<file path="src/rtl/reg_bank_decoder.sv">
// Shared access decoder for a contiguous window of configuration registers.
// Applies programmable wait states and returns a single-cycle ack/err response.
module reg_bank_decoder #(
  parameter int                  W_WIDTH     = 8,
  parameter int                  NUM_REGS    = 4,
  parameter int                  BASE_ADDR   = 0,
  parameter int                  WAIT_CYCLES = 0,
  parameter logic [NUM_REGS-1:0] RO_MASK     = '0
) (
  input  logic                          clk,
  input  logic                          rst_n,
  input  logic                          sel_en,
  input  logic                          wr_rd_s,
  input  logic [W_WIDTH-1:0]            addr,
  input  logic [W_WIDTH-1:0]            wr_data_in,
  input  logic [NUM_REGS*W_WIDTH-1:0]   reg_data2port_in,
  output logic [NUM_REGS-1:0]           wr_en,
  output logic [W_WIDTH-1:0]            wr_data,
  output logic [W_WIDTH-1:0]            rd_data,
  output logic                          ack,
  output logic                          err,
  output logic                          busy
);

  localparam int               IDX_W    = (NUM_REGS > 1) ? $clog2(NUM_REGS) : 1;
  localparam logic [W_WIDTH:0] BASE_EXT = (W_WIDTH+1)'(BASE_ADDR);
  localparam logic [W_WIDTH:0] NUM_EXT  = (W_WIDTH+1)'(NUM_REGS);

  typedef enum logic [1:0] {S_IDLE, S_WAIT, S_RESP, S_HOLD} state_e;

  state_e               state_q;
  logic [3:0]           cnt_q;
  logic                 wr_q;
  logic [W_WIDTH-1:0]   addr_q;
  logic [W_WIDTH-1:0]   data_q;

  logic [NUM_REGS-1:0]  wr_en_q;
  logic [W_WIDTH-1:0]   wr_data_q;
  logic [W_WIDTH-1:0]   rd_data_q;
  logic                 ack_q;
  logic                 err_q;
  logic                 busy_q;

  logic                 src_wr;
  logic [W_WIDTH-1:0]   src_addr;
  logic [W_WIDTH-1:0]   src_data;
  logic [W_WIDTH:0]     off;
  logic                 hit;
  logic [IDX_W-1:0]     idx;
  logic [NUM_REGS-1:0]  onehot;
  logic                 ro_hit;
  logic [W_WIDTH-1:0]   rd_sel;
  logic                 go_resp;
  logic [NUM_REGS-1:0]  wr_en_d;
  logic [W_WIDTH-1:0]   wr_data_d;
  logic [W_WIDTH-1:0]   rd_data_d;
  logic                 err_d;

  // With no wait states the response is decoded straight from the live inputs
  // on the sampling edge; otherwise from the copy captured in IDLE.
  // NOTE: every signal gets a default at the top of always_comb so no path leaves it unassigned and no latch is inferred.
  always_comb begin
    src_wr   = (state_q == S_IDLE) ? wr_rd_s    : wr_q;
    src_addr = (state_q == S_IDLE) ? addr       : addr_q;
    src_data = (state_q == S_IDLE) ? wr_data_in : data_q;

    off    = {1'b0, src_addr} - BASE_EXT;
    hit    = ({1'b0, src_addr} >= BASE_EXT) && (off < NUM_EXT);
    idx    = off[IDX_W-1:0];
    onehot = '0;
    ro_hit = 1'b0;
    rd_sel = '0;
    for (int i = 0; i < NUM_REGS; i++) begin
      onehot[i] = hit && (idx == IDX_W'(i));
      ro_hit    = ro_hit | (onehot[i] & RO_MASK[i]);
      rd_sel    = rd_sel | ({W_WIDTH{onehot[i]}} & reg_data2port_in[i*W_WIDTH +: W_WIDTH]);
    end

    wr_en_d   = (hit && src_wr && !ro_hit) ? onehot : '0;
    wr_data_d = (hit && src_wr && !ro_hit) ? src_data : '0;
    rd_data_d = (hit && !src_wr) ? rd_sel : '0;
    err_d     = !hit || (src_wr && ro_hit);

    go_resp = sel_en && (((state_q == S_IDLE) && (WAIT_CYCLES == 0)) ||
                         ((state_q == S_WAIT) && (cnt_q == 4'd1)));
  end

  // NOTE: reset is asynchronous so a pulse on rst_n clears the outputs and drops any in-flight access at once.
  always_ff @(posedge clk or negedge rst_n) begin
    if (!rst_n) begin
      state_q   <= S_IDLE;
      cnt_q     <= '0;
      wr_q      <= 1'b0;
      addr_q    <= '0;
      data_q    <= '0;
      wr_en_q   <= '0;
      wr_data_q <= '0;
      rd_data_q <= '0;
      ack_q     <= 1'b0;
      err_q     <= 1'b0;
      busy_q    <= 1'b0;
    end else begin
      // NOTE: non-blocking assignments so every register updates from pre-edge values.
      wr_en_q   <= '0;
      wr_data_q <= '0;
      rd_data_q <= '0;
      ack_q     <= 1'b0;
      err_q     <= 1'b0;

      if (go_resp) begin
        state_q   <= S_RESP;
        cnt_q     <= '0;
        busy_q    <= 1'b1;
        ack_q     <= 1'b1;
        err_q     <= err_d;
        wr_en_q   <= wr_en_d;
        wr_data_q <= wr_data_d;
        rd_data_q <= rd_data_d;
      end else begin
        unique case (state_q)
          S_IDLE: begin
            if (sel_en) begin
              wr_q    <= wr_rd_s;
              addr_q  <= addr;
              data_q  <= wr_data_in;
              cnt_q   <= 4'(WAIT_CYCLES);
              state_q <= S_WAIT;
              busy_q  <= 1'b1;
            end
          end
          S_WAIT: begin
            if (!sel_en) begin
              state_q <= S_IDLE;
              cnt_q   <= '0;
              busy_q  <= 1'b0;
            end else begin
              cnt_q <= cnt_q - 4'd1;
            end
          end
          S_RESP: begin
            state_q <= sel_en ? S_HOLD : S_IDLE;
            busy_q  <= sel_en;
          end
          S_HOLD: begin
            if (!sel_en) begin
              state_q <= S_IDLE;
              busy_q  <= 1'b0;
            end
          end
          default: begin
            state_q <= S_IDLE;
            busy_q  <= 1'b0;
          end
        endcase
      end
    end
  end

  assign wr_en   = wr_en_q;
  assign wr_data = wr_data_q;
  assign rd_data = rd_data_q;
  assign ack     = ack_q;
  assign err     = err_q;
  assign busy    = busy_q;

endmodule

</file>
<file path="config.mk">
export PLATFORM = sky130hd
export DESIGN_NAME = reg_bank_decoder
export DESIGN_NICKNAME = d
export VERILOG_FILES = /design/src/rtl/reg_bank_decoder.sv
export SDC_FILE = /design/constraint.sdc
export NUM_CORES = 1
export LEC_CHECK = 0
export CAP_MARGIN = 20
export CORE_MARGIN = 2
export CORE_UTILIZATION = 40
export CTS_CLUSTER_DIAMETER = 50
export DETAILED_ROUTE_END_ITERATION = 7
export PLACE_DENSITY = 0.76
export SETUP_SLACK_MARGIN = 0.2
export SYNTH_ARGS = -nofsm -noshare
export SYNTH_HDL_FRONTEND = slang
export SYNTH_SLANG_ARGS = --single-unit
</file>
<file path="constraint.sdc">
create_clock -name clk -period 1.8 [get_ports clk]
set_clock_uncertainty 0.05 [all_clocks]
set_input_delay 0.36 -clock clk [delete_from_list [all_inputs] [get_ports clk]]
set_output_delay 0.36 -clock clk [all_outputs]
set_load 0.05 [all_outputs]
</file>
# Word level (Yosys, flattened, before mapping)
# Index checks and enable logic that the tools add are counted.
[totals]
word_cells = 72
ff_bits = 46
inputBits = 52
out_inout_bits = 23
[op_classes]
mux = 24
bitwise_logic = 8
eq_ne = 9
magnitude_cmp = 1
addsub = 1
n_reduce_logical = 18
[ops]
columns = ["cell", "count"]
rows = [
  ["$mux W8", 6],
  ["$and A8 B8 Y8", 4],
  ["$or A8 B8 Y8", 3],
  ["$mux W4", 5],
  ["$eq A2 B2 Y1 const B", 4],
  ["$logic_and A1 B1 Y1", 8],
  ["$lt A8 B3 Y1 const B", 1],
  ["$mux W2", 4],
  ["$pmux W4 S2", 1],
  ["$mux W1", 6],
  ["$pmux W2 S3", 1],
  ["$eq A2 B1 Y1 const B", 2],
  ["$eq A4 B1 Y1 const B", 1],
  ["$logic_not A2 Y1", 2],
  ["$reduce_and A2 Y1", 2],
  ["$sub A4 B1 Y4 const B", 1],
  ["$ne A3 B2 Y1 const B", 1],
  ["$ne A3 B3 Y1 const B", 1],
  ["$pmux W1 S3", 1],
  ["$reduce_and A3 Y1", 1],
  ["$reduce_bool A3 Y1", 1],
  ["$logic_not A1 Y1", 2],
  ["$reduce_or A2 Y1", 1],
  ["$logic_or A1 B1 Y1", 1],
  ["$not A1 Y1", 1],
]

# Depth between registers and ports, before layout
# Gate-level depths: netlist of the first run.
[depth]
word_depth = 10
depth_mapped = 7

# Worst setup path before layout of the first run
# Ideal clock, no wire load.
[synth_timing]
path_kind = "register to register"
from = "reg cnt_q[1]"
to = "reg wr_en_q[1], in the netlist wr_en[1]"
stages_incl_launch_ff = 8
arrival_time_ps = 1705
t_required_ps = 1677
synth_period_minus_slack_ps = 1828
slack_ps = -28
setup_time_ps = 73
n_path_buf = 1
cell_sequence = "dfrtp_1 inv_1 ha_1 or3b_4 a211oi_4 o211ai_2 buf_6 a21oi_2"
[synth_via]
elab_chain_len = 5
[synth_rtl]
columns = ["element", "line_no", "rtl"]
rows = [
  ["start, declared", "32", "logic [3:0] cnt_q;"],
  ["start signal, assigned", "126", "cnt_q <= 4'(WAIT_CYCLES);"],
  ["start signal, assigned", "137", "cnt_q <= cnt_q - 4'd1;"],
  ["$eq A4 B1 Y1", "85", "((state_q == S_WAIT) && (cnt_q == 4'd1)));"],
  ["$logic_and A1 B1 Y1", "85", ""],
  ["$logic_or A1 B1 Y1", "84", "go_resp = sel_en && (((state_q == S_IDLE) && (WAIT_CYCLES == 0)) ||"],
  ["$logic_and A1 B1 Y1", "84", ""],
  ["named net go_resp", "53", "logic go_resp;"],
  ["$mux W4", "110", "if (go_resp) begin"],
  ["end signal, assigned", "116", "wr_en_q <= wr_en_d;"],
  ["end, declared", "37", "logic [NUM_REGS-1:0] wr_en_q;"],
]
# The timed path passes the listed nets, and every way through them passes these cells.
# A chain may end at the register's enable or synchronous reset.

# Worst setup path in the final report of the first run
[layout_timing]
from = "reg cnt_q[1]"
to = "reg rd_data_q[0], in the netlist rd_data[0]"
[layout_via]
elab_chain_len = 5
[layout_rtl]
columns = ["element", "line_no", "rtl"]
rows = [
  ["$eq A4 B1 Y1", "85", ""],
  ["$logic_and A1 B1 Y1", "85", ""],
  ["$logic_or A1 B1 Y1", "84", ""],
  ["$logic_and A1 B1 Y1", "84", ""],
  ["named net go_resp", "53", ""],
  ["$mux W8", "110", ""],
  ["end signal, assigned", "118", "rd_data_q <= rd_data_d;"],
  ["end, declared", "39", "logic [W_WIDTH-1:0] rd_data_q;"],
]
# The timed path passes the listed nets, and every way through them passes these cells.

==> key figures, run 1 <==
Run status
  – Run status: finished, violations left
  – Failing checks: setup timing

Logic synthesis
  – Post-synth cell types: 35
  – Area leader, netlist: dfrtp_1
  – Register bit total from synthesis: 46
  – Post-synthesis sequential area ratio: a little under three fifths
  – Post-synth net total: between 200 and 250
  – Commonest cells in the synthesized netlist: 46 x dfrtp_1, 20 x clkbuf_1, 19 x nand2_1
  – Cells after Synth: about 180
  – Asr flop ratio synth: 100%
  – Dominant synthesized flop cell: dfrtp_1
  – Synthesis warning total: 0
  – Synth top area cells: dfrtp_1 56%, mux2i_1 7.8%, a21oi_2 3.8%
  – Cell with the most instances after synthesis: dfrtp_1
  – Post-Syn Area: 0.00205 mm²
  – Syn avg cell area: ~12 µm²
  – Top cell type's share of synthesized area: a little under three fifths
  – Post-synth EDFFs: 0

Detailed routing
  – DRT Wirelength: approximately 4600 µm
  – Max layer used: met4
  – WL/cell: between 10 and 15 µm
  – Post-route ant nets: 0
  – # DRC: 0
  – Met2 WL: between 2000 and 2500 µm
  – Via/cell ratio: 4.74
  – DR WL met3: 322 µm
  – DR iter-0 viols: about 110
  – Drt pass-1 iters: 4
  – Via Count: approximately 1600
  – M1 wire length: about 1900 µm

Min path
  – Hold_sp: data_q[1]
  – Worst hold-check path type: flop to flop

Setup path
  – Reg-to-reg startpoint: cnt_q[1]
  – CP Class: flop to flop
  – CP arrival: a little over 2 ns
  – Crit path launch: cnt_q[1]
  – CP Max Fanout: 8
  – Worst Setup End Kind: flop
  – FF-to-FF setup slack: -0.07 ns
  – Crit path launch type: flop
  – Worst path required time: 1.96 ns

Pwr
  – Leak: 1.55 nW
  – Power Density: between 700 and 800 mW/mm²
  – VDD IR max: 0.000373 V

Global route
  – Initial antenna violation count: 0
  – Global Route Usage Sum: approximately 17%
  – Number of global-route vias before repair: about 1600
  – Grt total ovfl: 0
  – First-pass GRT wire length: 7250 µm
  – Largest net degree at the start of global routing: 29

Layout
  – Filler cell count: ~400
  – Design area: between 0.003 and 0.004 mm²
  – Layout area overhead: 57.9%
  – Ant. Diodes: 0
  – Final core occ: 64.6%
  – Fin nets: ~320
  – Ratio of cells with drive above 1 in the final layout: approximately 35%

Floorplan
  – Rows: 26
  – Io pins: between 70 and 80
  – Die height: approximately 76 µm
  – Die width: between 70 and 80 µm
  – Starting Density: between 40% and 50%
  – Die area: 0.00571 mm²
  – Core area: around 0.0050 mm²

STA
  – Final setup viols: 21
  – RSZ-0062 raised after global routing: yes
  – Relative slew margins: 71.0%
  – Slew Limit Fails: 0
  – Crit path time final: 1.87 ns
  – Final hold vios: 0
  – Worst Slack Setup Final: -0.0672 ns
  – Worst-Margin Slew: about 0.44 ns
  – Tcrit/Tclk final: 104%
  – Fmax: 0.536 GHz

Clocking
  – Clock Tree Buf Depth: 2
  – H-tree depth: 2
  – # clock sinks: 46
  – Clock latency at the later pin of the worst-skew pair: between 0.2 and 0.3 ns
  – CTS root buf: clkbuf_8
  – CTS Buf Count: 5
  – Clock transition at the registers of the reported paths: roughly 0.080 ns
  – Clock tree from TritonCTS: built

Job
  – MaxCap Viol Count: 0

Placed design
  – Final HPWL DP: approximately 3100 µm
  – GP Congestion: just over 0.7
  – Port Buf Inserts: between 70 and 80
  – DP Area: a little under 0.003 mm²
[kinds of logic (layout without fill, tap and decap cells)]
family,Yosys count,after routing,share of synthesized area [%]
xor+xnor,1,1,0.427
mux,18,18,9.46
simple gates,45,45,13.7
fa+ha+maj,2,2,1.22
compound gates,34,34,13.0
flops,46,46,56.2
buf+inv,29,120,6.04
[cells in the final DEF (no fill, tap or decap), drive strengths merged, types with 4 or more instances in the layout]
cell	Yosys	layout
o22ai	8	8
a21oi	12	12
clkbuf	20	8
mux2i	17	17
nand3b	4	4
dfrtp	46	46
nand2	19	19
dlymetal6s2s	0	4
inv	6	6
o21ai	6	6
nor2	4	4
clkdlybuf4s50	0	46
buf	3	54
nor3	5	5
[state kept, by name, summed over array words and instances, names as in the netlist]
| name | flops |
|---|---|
| addr_q | 8 |
| data_q | 8 |
| rd_data | 8 |
| wr_data | 8 |
| cnt_q | 4 |
| wr_en | 4 |
| state_q | 2 |
| ack | 1 |
| busy | 1 |
| err | 1 |
| wr_q | 1 |
[where the power goes]
| part | internal, mW | switching, mW |
|---|---|---|
| logic | 0.335 | 0.320 |
| clock network | 0.310 | 0.320 |
| registers | 1.07 | 0.0286 |
| total | 1.72 | 0.668 |
[path summary, 6_finish.rpt]
path / to / cells after the start
max: rd_data[0] / 7
min: data_q[1] / 0
max reg2reg: rd_data[0] / 7
min reg2reg: data_q[1] / 0
max in group asynchronous: rd_data[7] / 3
min in group asynchronous: addr_q[2] / 2
[metal layers]
layer  track usage (%)  vias to the layer above
met2              28.0                       62
li1                  -                      777
met3              5.03                        7
met1              21.4                      747
met4              5.46                        0
met5                 0                        -
[final cells by class]
class                           count  area, µm²  area share [%]
Clock inverter                      1       5.00           0.155
Inverter                            6       22.5           0.696
Clock buffer                        7       86.3            2.67
Sequential cell                    46       1150            35.6
Tap cell                           70       87.6            2.71
Timing Repair Buffer              106       1000            30.9
Multi-Input combinational cell    100        882            27.3
[stage by stage]
step | power, mW | cells | hold WS [ns] | setup slack, ns | setup TNS (ns)
finish | 2.39 | 336 | 0.330 | -0.0672 | -0.830
global route | 2.50 | 336 | 0.341 | -0.178 | -2.78
CTS | 2.36 | 331 | 0.335 | -0.142 | -2.07
detailed placement | 1.69 | 314 | 0.280 | -0.496 | -8.99
global placement | 1.68 | 314 | 0.277 | -0.441 | -8.32
floorplan | 1.42 | 175 | 0.0144 | 0.00334 | 0
[worst max-delay path, stage by stage, from the launching register on]
cell and delay, ns:
dfrtp_1 0.39, inv_2 0.08, ha_4 0.11, or3b_4 0.39
a211oi_4 0.22, buf_6 0.16, o221ai_4 0.17, o22ai_1 0.21
[timing repair]
item | 4_1_cts | 5_1_grt
setup endpoints to repair | 25 | 27
resized for setup | 12 | 19
pin swaps | 14 | 9
buffers inserted | 7 | 5
gates cloned | 1 | 0
endpoints found under the hold margin | 18 | 0
hold buffers | 1 | 0
(Power assumes the default switching activity.)
==> run 2: changes to the inputs <==
--- a/config.mk
+++ b/config.mk
@@ -12,6 +12,7 @@
 export DETAILED_ROUTE_END_ITERATION = 7
 export PLACE_DENSITY = 0.76
 export SETUP_SLACK_MARGIN = 0.2
+export SLEW_MARGIN = 5
 export SYNTH_ARGS = -nofsm -noshare
 export SYNTH_HDL_FRONTEND = slang
 export SYNTH_SLANG_ARGS = --single-unit
==> results of run 2 <==
The final DEF is identical to that of run 1; final timing and power are the same.
